--- config.mk ---
export PLATFORM = sky130hd
export DESIGN_NAME = morse_tx_fifo
export DESIGN_NICKNAME = d
export VERILOG_FILES = /design/src/rtl/morse_pkg.sv /design/src/rtl/morse_tx_fifo_sync_fifo.sv /design/src/rtl/morse_tx_fifo.sv
export SDC_FILE = /design/constraint.sdc
export NUM_CORES = 1
export LEC_CHECK = 0
export ABC_AREA = 1
export BUFFER_PORTS_ARGS = -buffer_cell sky130_fd_sc_hd__buf_2
export CAP_MARGIN = 15
export CORE_AREA = 5 5 83 104
export CTS_CLUSTER_DIAMETER = 60
export DETAILED_ROUTE_END_ITERATION = 12
export DIE_AREA = 0 0 88 109
export HOLD_SLACK_MARGIN = 0.06
export PLACE_DENSITY = 0.62
export SETUP_SLACK_MARGIN = 0.4
export SLEW_MARGIN = 30
export SYNTH_ARGS = -nofsm -noshare
export SYNTH_HDL_FRONTEND = slang
export SYNTH_SLANG_ARGS = --single-unit
--- constraint.sdc ---
create_clock -name CLK -period 9 [get_ports CLK]
set_clock_uncertainty 0.15 [all_clocks]
set_input_delay 2.7 -clock CLK [delete_from_list [all_inputs] [get_ports CLK]]
set_output_delay 2.7 -clock CLK [all_outputs]
set_load 0.05 [all_outputs]
--- src/rtl/morse_pkg.sv ---
// Shared types, unit constants and the ASCII-to-Morse encoder for the
// buffered Morse transmitter.
package morse_pkg;

    typedef enum logic [2:0] {
        ST_IDLE,
        ST_MARK,
        ST_SPACE,
        ST_LGAP,
        ST_WGAP
    } morse_state_e;

    // Durations in Morse units.
    localparam int unsigned MARK_DOT       = 1;
    localparam int unsigned MARK_DASH      = 3;
    localparam int unsigned GAP_SYM        = 1;
    localparam int unsigned GAP_LET        = 3;
    localparam int unsigned GAP_WORD_EXTRA = 4;

    // Symbols are sent MSB-first starting at pattern[len-1]; a 1 bit is a dash.
    typedef struct packed {
        logic       valid;
        logic       is_space;
        logic [2:0] len;
        logic [4:0] pattern;
    } morse_code_t;

    function automatic morse_code_t sym(input logic [2:0] l, input logic [4:0] p);
        morse_code_t c;
        c.valid    = 1'b1;
        c.is_space = 1'b0;
        c.len      = l;
        c.pattern  = p;
        return c;
    endfunction

    // Lowercase folds onto uppercase; anything not covered returns valid=0.
    function automatic morse_code_t morse_encode(input logic [6:0] ascii);
        morse_code_t c;
        logic [6:0]  up;
        c  = '0;
        up = ascii;
        if (ascii >= 7'd97 && ascii <= 7'd122) begin
            up = ascii - 7'd32;
        end
        case (up)
            7'd32: begin c.valid = 1'b1; c.is_space = 1'b1; end
            7'd48: c = sym(3'd5, 5'b11111);  // 0
            7'd49: c = sym(3'd5, 5'b01111);  // 1
            7'd50: c = sym(3'd5, 5'b00111);  // 2
            7'd51: c = sym(3'd5, 5'b00011);  // 3
            7'd52: c = sym(3'd5, 5'b00001);  // 4
            7'd53: c = sym(3'd5, 5'b00000);  // 5
            7'd54: c = sym(3'd5, 5'b10000);  // 6
            7'd55: c = sym(3'd5, 5'b11000);  // 7
            7'd56: c = sym(3'd5, 5'b11100);  // 8
            7'd57: c = sym(3'd5, 5'b11110);  // 9
            7'd65: c = sym(3'd2, 5'b00001);  // A .-
            7'd66: c = sym(3'd4, 5'b01000);  // B -...
            7'd67: c = sym(3'd4, 5'b01010);  // C -.-.
            7'd68: c = sym(3'd3, 5'b00100);  // D -..
            7'd69: c = sym(3'd1, 5'b00000);  // E .
            7'd70: c = sym(3'd4, 5'b00010);  // F ..-.
            7'd71: c = sym(3'd3, 5'b00110);  // G --.
            7'd72: c = sym(3'd4, 5'b00000);  // H ....
            7'd73: c = sym(3'd2, 5'b00000);  // I ..
            7'd74: c = sym(3'd4, 5'b00111);  // J .---
            7'd75: c = sym(3'd3, 5'b00101);  // K -.-
            7'd76: c = sym(3'd4, 5'b00100);  // L .-..
            7'd77: c = sym(3'd2, 5'b00011);  // M --
            7'd78: c = sym(3'd2, 5'b00010);  // N -.
            7'd79: c = sym(3'd3, 5'b00111);  // O ---
            7'd80: c = sym(3'd4, 5'b00110);  // P .--.
            7'd81: c = sym(3'd4, 5'b01101);  // Q --.-
            7'd82: c = sym(3'd3, 5'b00010);  // R .-.
            7'd83: c = sym(3'd3, 5'b00000);  // S ...
            7'd84: c = sym(3'd1, 5'b00001);  // T -
            7'd85: c = sym(3'd3, 5'b00001);  // U ..-
            7'd86: c = sym(3'd4, 5'b00001);  // V ...-
            7'd87: c = sym(3'd3, 5'b00011);  // W .--
            7'd88: c = sym(3'd4, 5'b01001);  // X -..-
            7'd89: c = sym(3'd4, 5'b01011);  // Y -.--
            7'd90: c = sym(3'd4, 5'b01100);  // Z --..
            default: c = '0;
        endcase
        return c;
    endfunction

endpackage

--- src/rtl/morse_tx_fifo_sync_fifo.sv ---
// Show-ahead synchronous FIFO: the head entry is always visible on pop_data.
// Flush empties it and suppresses any push or pop in the same cycle.
module sync_fifo #(
    parameter int DATA_W     = 7,
    parameter int FIFO_DEPTH = 4
) (
    input  logic              clk,
    input  logic              rst_n,
    input  logic              flush,
    input  logic              push,
    input  logic [DATA_W-1:0] push_data,
    input  logic              pop,
    output logic [DATA_W-1:0] pop_data,
    output logic              full,
    output logic              empty
);

    localparam int PTR_W = (FIFO_DEPTH > 1) ? $clog2(FIFO_DEPTH) : 1;
    localparam logic [PTR_W:0] DEPTH_CNT = (PTR_W + 1)'(FIFO_DEPTH);

    logic [DATA_W-1:0] mem_q [FIFO_DEPTH];
    logic [PTR_W-1:0]  wr_ptr_q, wr_ptr_d;
    logic [PTR_W-1:0]  rd_ptr_q, rd_ptr_d;
    logic [PTR_W:0]    count_q, count_d;
    logic              do_push, do_pop;

    assign full     = (count_q == DEPTH_CNT);
    assign empty    = (count_q == '0);
    assign do_push  = push && !full && !flush;
    assign do_pop   = pop && !empty && !flush;
    assign pop_data = mem_q[rd_ptr_q];

    // Pointer/count next state; power-of-two depth lets pointers wrap naturally.
    always_comb begin
        wr_ptr_d = wr_ptr_q;
        rd_ptr_d = rd_ptr_q;
        count_d  = count_q;
        if (flush) begin
            wr_ptr_d = '0;
            rd_ptr_d = '0;
            count_d  = '0;
        end else begin
            if (do_push) wr_ptr_d = wr_ptr_q + PTR_W'(1);
            if (do_pop)  rd_ptr_d = rd_ptr_q + PTR_W'(1);
            if (do_push && !do_pop)      count_d = count_q + (PTR_W + 1)'(1);
            else if (do_pop && !do_push) count_d = count_q - (PTR_W + 1)'(1);
        end
    end

    // Pointer and occupancy registers.
    always_ff @(posedge clk or negedge rst_n) begin
        if (!rst_n) begin
            wr_ptr_q <= '0;
            rd_ptr_q <= '0;
            count_q  <= '0;
        end else begin
            wr_ptr_q <= wr_ptr_d;
            rd_ptr_q <= rd_ptr_d;
            count_q  <= count_d;
        end
    end

    // Storage carries no reset; occupancy alone decides what is valid.
    always_ff @(posedge clk) begin
        if (do_push) mem_q[wr_ptr_q] <= push_data;
    end

endmodule

--- src/rtl/morse_tx_fifo.sv ---
// Buffered Morse transmitter: characters are queued in a FIFO, encoded on
// pop and keyed onto Y with unit timing of DOT_CYCLES clocks.
module morse_tx_fifo
    import morse_pkg::*;
#(
    parameter int DOT_CYCLES = 4,
    parameter int FIFO_DEPTH = 4,
    parameter int DATA_W     = 7
) (
    input  logic              CLK,
    input  logic              RST,
    input  logic [DATA_W-1:0] RxData,
    input  logic              RxValid,
    output logic              RxReady,
    input  logic              Flush,
    output logic              Y,
    output logic              Busy,
    output logic              Err
);

    localparam int CNT_W = $clog2(7 * DOT_CYCLES) > 0 ? $clog2(7 * DOT_CYCLES) : 1;

    function automatic logic [CNT_W-1:0] units(input int unsigned n);
        return CNT_W'(n * DOT_CYCLES - 1);
    endfunction

    morse_state_e      state_q, state_d;
    logic [CNT_W-1:0]  cnt_q, cnt_d;
    logic [4:0]        pattern_q, pattern_d;
    logic [2:0]        idx_q, idx_d;
    logic              err_q, err_d;

    logic              fifo_pop, fifo_full, fifo_empty;
    logic [DATA_W-1:0] fifo_dout;
    logic [6:0]        ch7;
    logic              ch_ok;
    morse_code_t       code;
    logic [2:0]        first_idx;
    logic              unit_done;
    logic              load_next;

    sync_fifo #(
        .DATA_W     (DATA_W),
        .FIFO_DEPTH (FIFO_DEPTH)
    ) u_fifo (
        .clk       (CLK),
        .rst_n     (RST),
        .flush     (Flush),
        .push      (RxValid),
        .push_data (RxData),
        .pop       (fifo_pop),
        .pop_data  (fifo_dout),
        .full      (fifo_full),
        .empty     (fifo_empty)
    );

    // Characters wider than 7 bits are only supported when the upper bits are zero.
    generate
        if (DATA_W > 7) begin : g_wide
            assign ch7   = fifo_dout[6:0];
            assign ch_ok = ~|fifo_dout[DATA_W-1:7];
        end else begin : g_narrow
            assign ch7   = 7'(fifo_dout);
            assign ch_ok = 1'b1;
        end
    endgenerate

    assign code      = morse_encode(ch7);
    assign first_idx = code.len - 3'd1;
    assign unit_done = (cnt_q == '0);

    assign RxReady = !fifo_full;
    assign Y       = (state_q == ST_MARK);
    assign Busy    = (state_q != ST_IDLE) || !fifo_empty;
    assign Err     = err_q;

    // Next-state logic. A finishing letter/word gap pops the next character on
    // the same edge, so queued characters are spaced by exactly the gap units.
    always_comb begin
        state_d   = state_q;
        cnt_d     = cnt_q;
        pattern_d = pattern_q;
        idx_d     = idx_q;
        err_d     = 1'b0;
        fifo_pop  = 1'b0;
        load_next = 1'b0;

        case (state_q)
            ST_IDLE: load_next = 1'b1;
            ST_MARK: begin
                if (!unit_done) begin
                    cnt_d = cnt_q - CNT_W'(1);
                end else if (idx_q != 3'd0) begin
                    state_d = ST_SPACE;
                    cnt_d   = units(GAP_SYM);
                    idx_d   = idx_q - 3'd1;
                end else begin
                    state_d = ST_LGAP;
                    cnt_d   = units(GAP_LET);
                end
            end
            ST_SPACE: begin
                if (!unit_done) begin
                    cnt_d = cnt_q - CNT_W'(1);
                end else begin
                    state_d = ST_MARK;
                    cnt_d   = pattern_q[idx_q] ? units(MARK_DASH) : units(MARK_DOT);
                end
            end
            ST_LGAP, ST_WGAP: begin
                if (!unit_done) begin
                    cnt_d = cnt_q - CNT_W'(1);
                end else begin
                    state_d   = ST_IDLE;
                    load_next = 1'b1;
                end
            end
            default: state_d = ST_IDLE;
        endcase

        if (load_next && !fifo_empty) begin
            fifo_pop = 1'b1;
            if (!(code.valid && ch_ok)) begin
                err_d   = 1'b1;
                state_d = ST_IDLE;
            end else if (code.is_space) begin
                state_d = ST_WGAP;
                cnt_d   = units(GAP_WORD_EXTRA);
            end else begin
                state_d   = ST_MARK;
                pattern_d = code.pattern;
                idx_d     = first_idx;
                cnt_d     = code.pattern[first_idx] ? units(MARK_DASH) : units(MARK_DOT);
            end
        end

        if (Flush) begin
            state_d  = ST_IDLE;
            cnt_d    = '0;
            err_d    = 1'b0;
            fifo_pop = 1'b0;
        end
    end

    // FSM, unit counter and current-character registers.
    always_ff @(posedge CLK or negedge RST) begin
        if (!RST) begin
            state_q   <= ST_IDLE;
            cnt_q     <= '0;
            pattern_q <= '0;
            idx_q     <= '0;
            err_q     <= 1'b0;
        end else begin
            state_q   <= state_d;
            cnt_q     <= cnt_d;
            pattern_q <= pattern_d;
            idx_q     <= idx_d;
            err_q     <= err_d;
        end
    end

endmodule

==> impl_results.md <==
- Yosys top cell area share: 0.232
- Vias: 3116
- FFs w/ async S/R, synth: 0.462
- RSZ-0062 raised after global routing: no
- Clock sink total: 52
- Pwr Density: 392 nW/um2
- IO Pins: 15
- Layout cells sized above 1: 0.131
- Met3 wire length: 292 um
- WP buf/inv: 1
- Port Buffers: 14
- Met1 Routed Length: 3340 um
- Vias in the first global route: 3071
- Final Critical Period: 4.21 ns
- Leading area contributor after synthesis: edfxtp_1
- YS warnings: 0
- Fraction of power consumed by sequential logic: 0.224
- Max cap viols: 0
- # setup viols final: 0
- CP required: 6.15 ns
- Worst-Margin Slew: 0.626 ns
- Die Height: 109 um
- Die area: 9590 um2
- Clock group share of total power: 0.086
- First-pass GRT wire length: 13600 um
- Layout Utilization: 0.501
- DR iter-0 viols: 183
- Crit-path max FO: 3
- Critical Path Slowest Stage Cell: dfrtp_1
- Root Buffer: clkbuf_8
- Post-CTS setup repair buffer count: 0
- DRT Wirelength: 8050 um
- Final max-slew violation count: 0
- Reg clk slew, reported paths: 0.09 ns
- Starting density of the core: 0.476
- PostCTS Resize Cnt: 0
- Static Leak: 1.85 nW
- Worst path top cell family by delay: flip-flops
- Drt drc: 0
- Most numerous cell in the Yosys netlist: nand2_1
- Synth cell count leaders: nand2_1, inv_1, nor2_1, nand3_1, edfxtp_1
- Max Clk Rate: 0.238 GHz
- Placed Area: 3730 um2
- Pin count of the biggest net entering global routing: 25
- Comb pwr share: 0.690
- Post-synth EDFFs: 28
- Uppermost layer routed: met4
- CP endpoint kind: output pin
- Hold-fix buffers at CTS: 0
- P&R area growth vs syn: 5.29%
- Synthesized instance count: 489
- Fin crit share: 0.467
- Routability cong.: 0.943
- Crit path cell chain: nor3_1 -> buf_2
- Hold Path Class: reg2reg
- Status: finished, final reports clean
- Mapped cell area: 3620 um2
- Final Hold Fails: 0
- Grt ovf: 0
- Syn Area/Cell: 7.41 um2
- Chip Width: 88 um
- Setup TNS: 0 ns
- Sw Pwr: 831 uW
- H-tree levels: 2
- Setup CP Type: reg2out
- DP Wirelength: 6420 um
- CP max stage delay: 0.41 ns
- Mapped Nets: 511
- Top FF cell, synth: edfxtp_1
- Unique masters post-synth: 36
- Pre-antenna DRT Iters: 4
- Largest cells by area after synthesis: edfxtp_1, dfrtp_1, nand2_1
- Core area: 7610 um2
- Sequential area share after synthesis: 0.398
- Switch share: 0.556
- Net count, final: 524
- Num CTS Buffers: 5
- Routed length per instance: 13.5 um
- CTS tree: done
- #FFs+latches synth: 52
- Row cnt: 36
- Worst-Skew Late Latency: 0.31 ns
- Startpoint types: flop
- Internal power: 663 uW
- Initial antenna violation count: 0
- Relative slew slack: 0.583
- WL met2: 4170 um
- Final Cell Area: 3810 um2
- Final ANT Viol Nets: 0
- Peak VDD IR: 0.164 mV
- Total track usage: 0.183
- Inserted Diodes: 0
- Vias/cell: 5.21
- Clk buf depth: 2
- Worst Path Arrival: 1.36 ns
- Final Hold Slack: 0.351 ns
-- path summary, 6_finish.rpt --
| check | from | end | slack (ns) | cells after the start |
|---|---|---|---|---|
| max | state_q[2] | Y | 4.79 | 2 |
| min | pattern_q[4] | pattern_q[4] | 0.35 | 2 |
| max reg2reg | u_fifo.rd_ptr_q[0] | cnt_q[3] | 5.18 | 24 |
| min reg2reg | pattern_q[4] | pattern_q[4] | 0.35 | 2 |
| max in group asynchronous | RST | state_q[0] | 6.11 | 1 |
| min in group asynchronous | RST | pattern_q[0] | 2.22 | 1 |
-- tightest hold or removal path, delay by kind of cell, from the launching register on --
family | cells | cell delay, ns
flops | 1 | 0.36
compound gates | 1 | 0.06
simple gates | 1 | 0.05
-- kinds of logic (layout without fill, tap and decap cells) --
logic type      Yosys count  after routing  synth area share
buf+inv                  76             90            0.0943
simple gates            283            283             0.362
compound gates           63             63            0.0964
fa+ha+maj                11             11            0.0401
flops                    52             52             0.398
xor+xnor                  4              4           0.00967
-- layer usage --
| layer | vias to the layer above | GRT usage |
|---|---|---|
| li1 | 1614 | - |
| met1 | 1425 | 0.202 |
| met2 | 57 | 0.334 |
| met3 | 20 | 0.0340 |
| met4 | 0 | 0.0866 |
| met5 | - | 0 |
-- registers in the layout, indices dropped and copies added (netlist names), 2 cells and up --
| name | flops |
|---|---|
| state_q | 3 |
| u_fifo.wr_ptr_q | 2 |
| u_fifo.rd_ptr_q | 2 |
| cnt_q | 5 |
| u_fifo.count_q | 3 |
| idx_q | 3 |
| u_fifo.mem_q | 28 |
| pattern_q | 5 |
-- per-stage QoR --
step / total power [mW] / std cells / setup WS (ns)
floorplan: 1.20 / 489 / 4.58
global placement: 1.36 / 590 / 4.55
detailed placement: 1.37 / 590 / 4.54
CTS: 1.51 / 598 / 4.78
global route: 1.65 / 598 / 4.64
finish: 1.49 / 598 / 4.79
-- area by class of cell --
type	count	area (um2)
fill	750	3800
multi-input combinational	361	1840
sequential	52	1440
inverter	68	263
tap	95	119
clock buffer	7	76.3
timing repair buffer	14	70.1
clock inverter	1	5.00
-- cell usage in the layout (no fill, tap or decap), types with 3 or more instances in the layout --
master and instances:
nand2_2 15, inv_2 5, buf_2 14, nand4_1 4
a21oi_1 16, o21ai_2 3, ha_1 10, dfrtp_1 24
nor3_1 6, nor2_1 60, nand2_4 3, nor2_4 5
nand3_1 46, edfxtp_1 28, nand3_2 5, o21ai_0 25
clkbuf_8 5, nor2_2 7, nand2_1 129, o21ai_1 7
o22ai_1 7, inv_1 60
-- power by group through the flow --
stage                     registers (mW)  clock network, mW  logic (mW)
after detailed placement           0.341                  0        1.03
after floorplan                    0.323                  0       0.880
after global routing               0.341              0.142        1.17
after global placement             0.339                  0        1.02
after CTS                          0.335              0.134        1.04
final                              0.335              0.129        1.03
(Power assumes the default switching activity.)
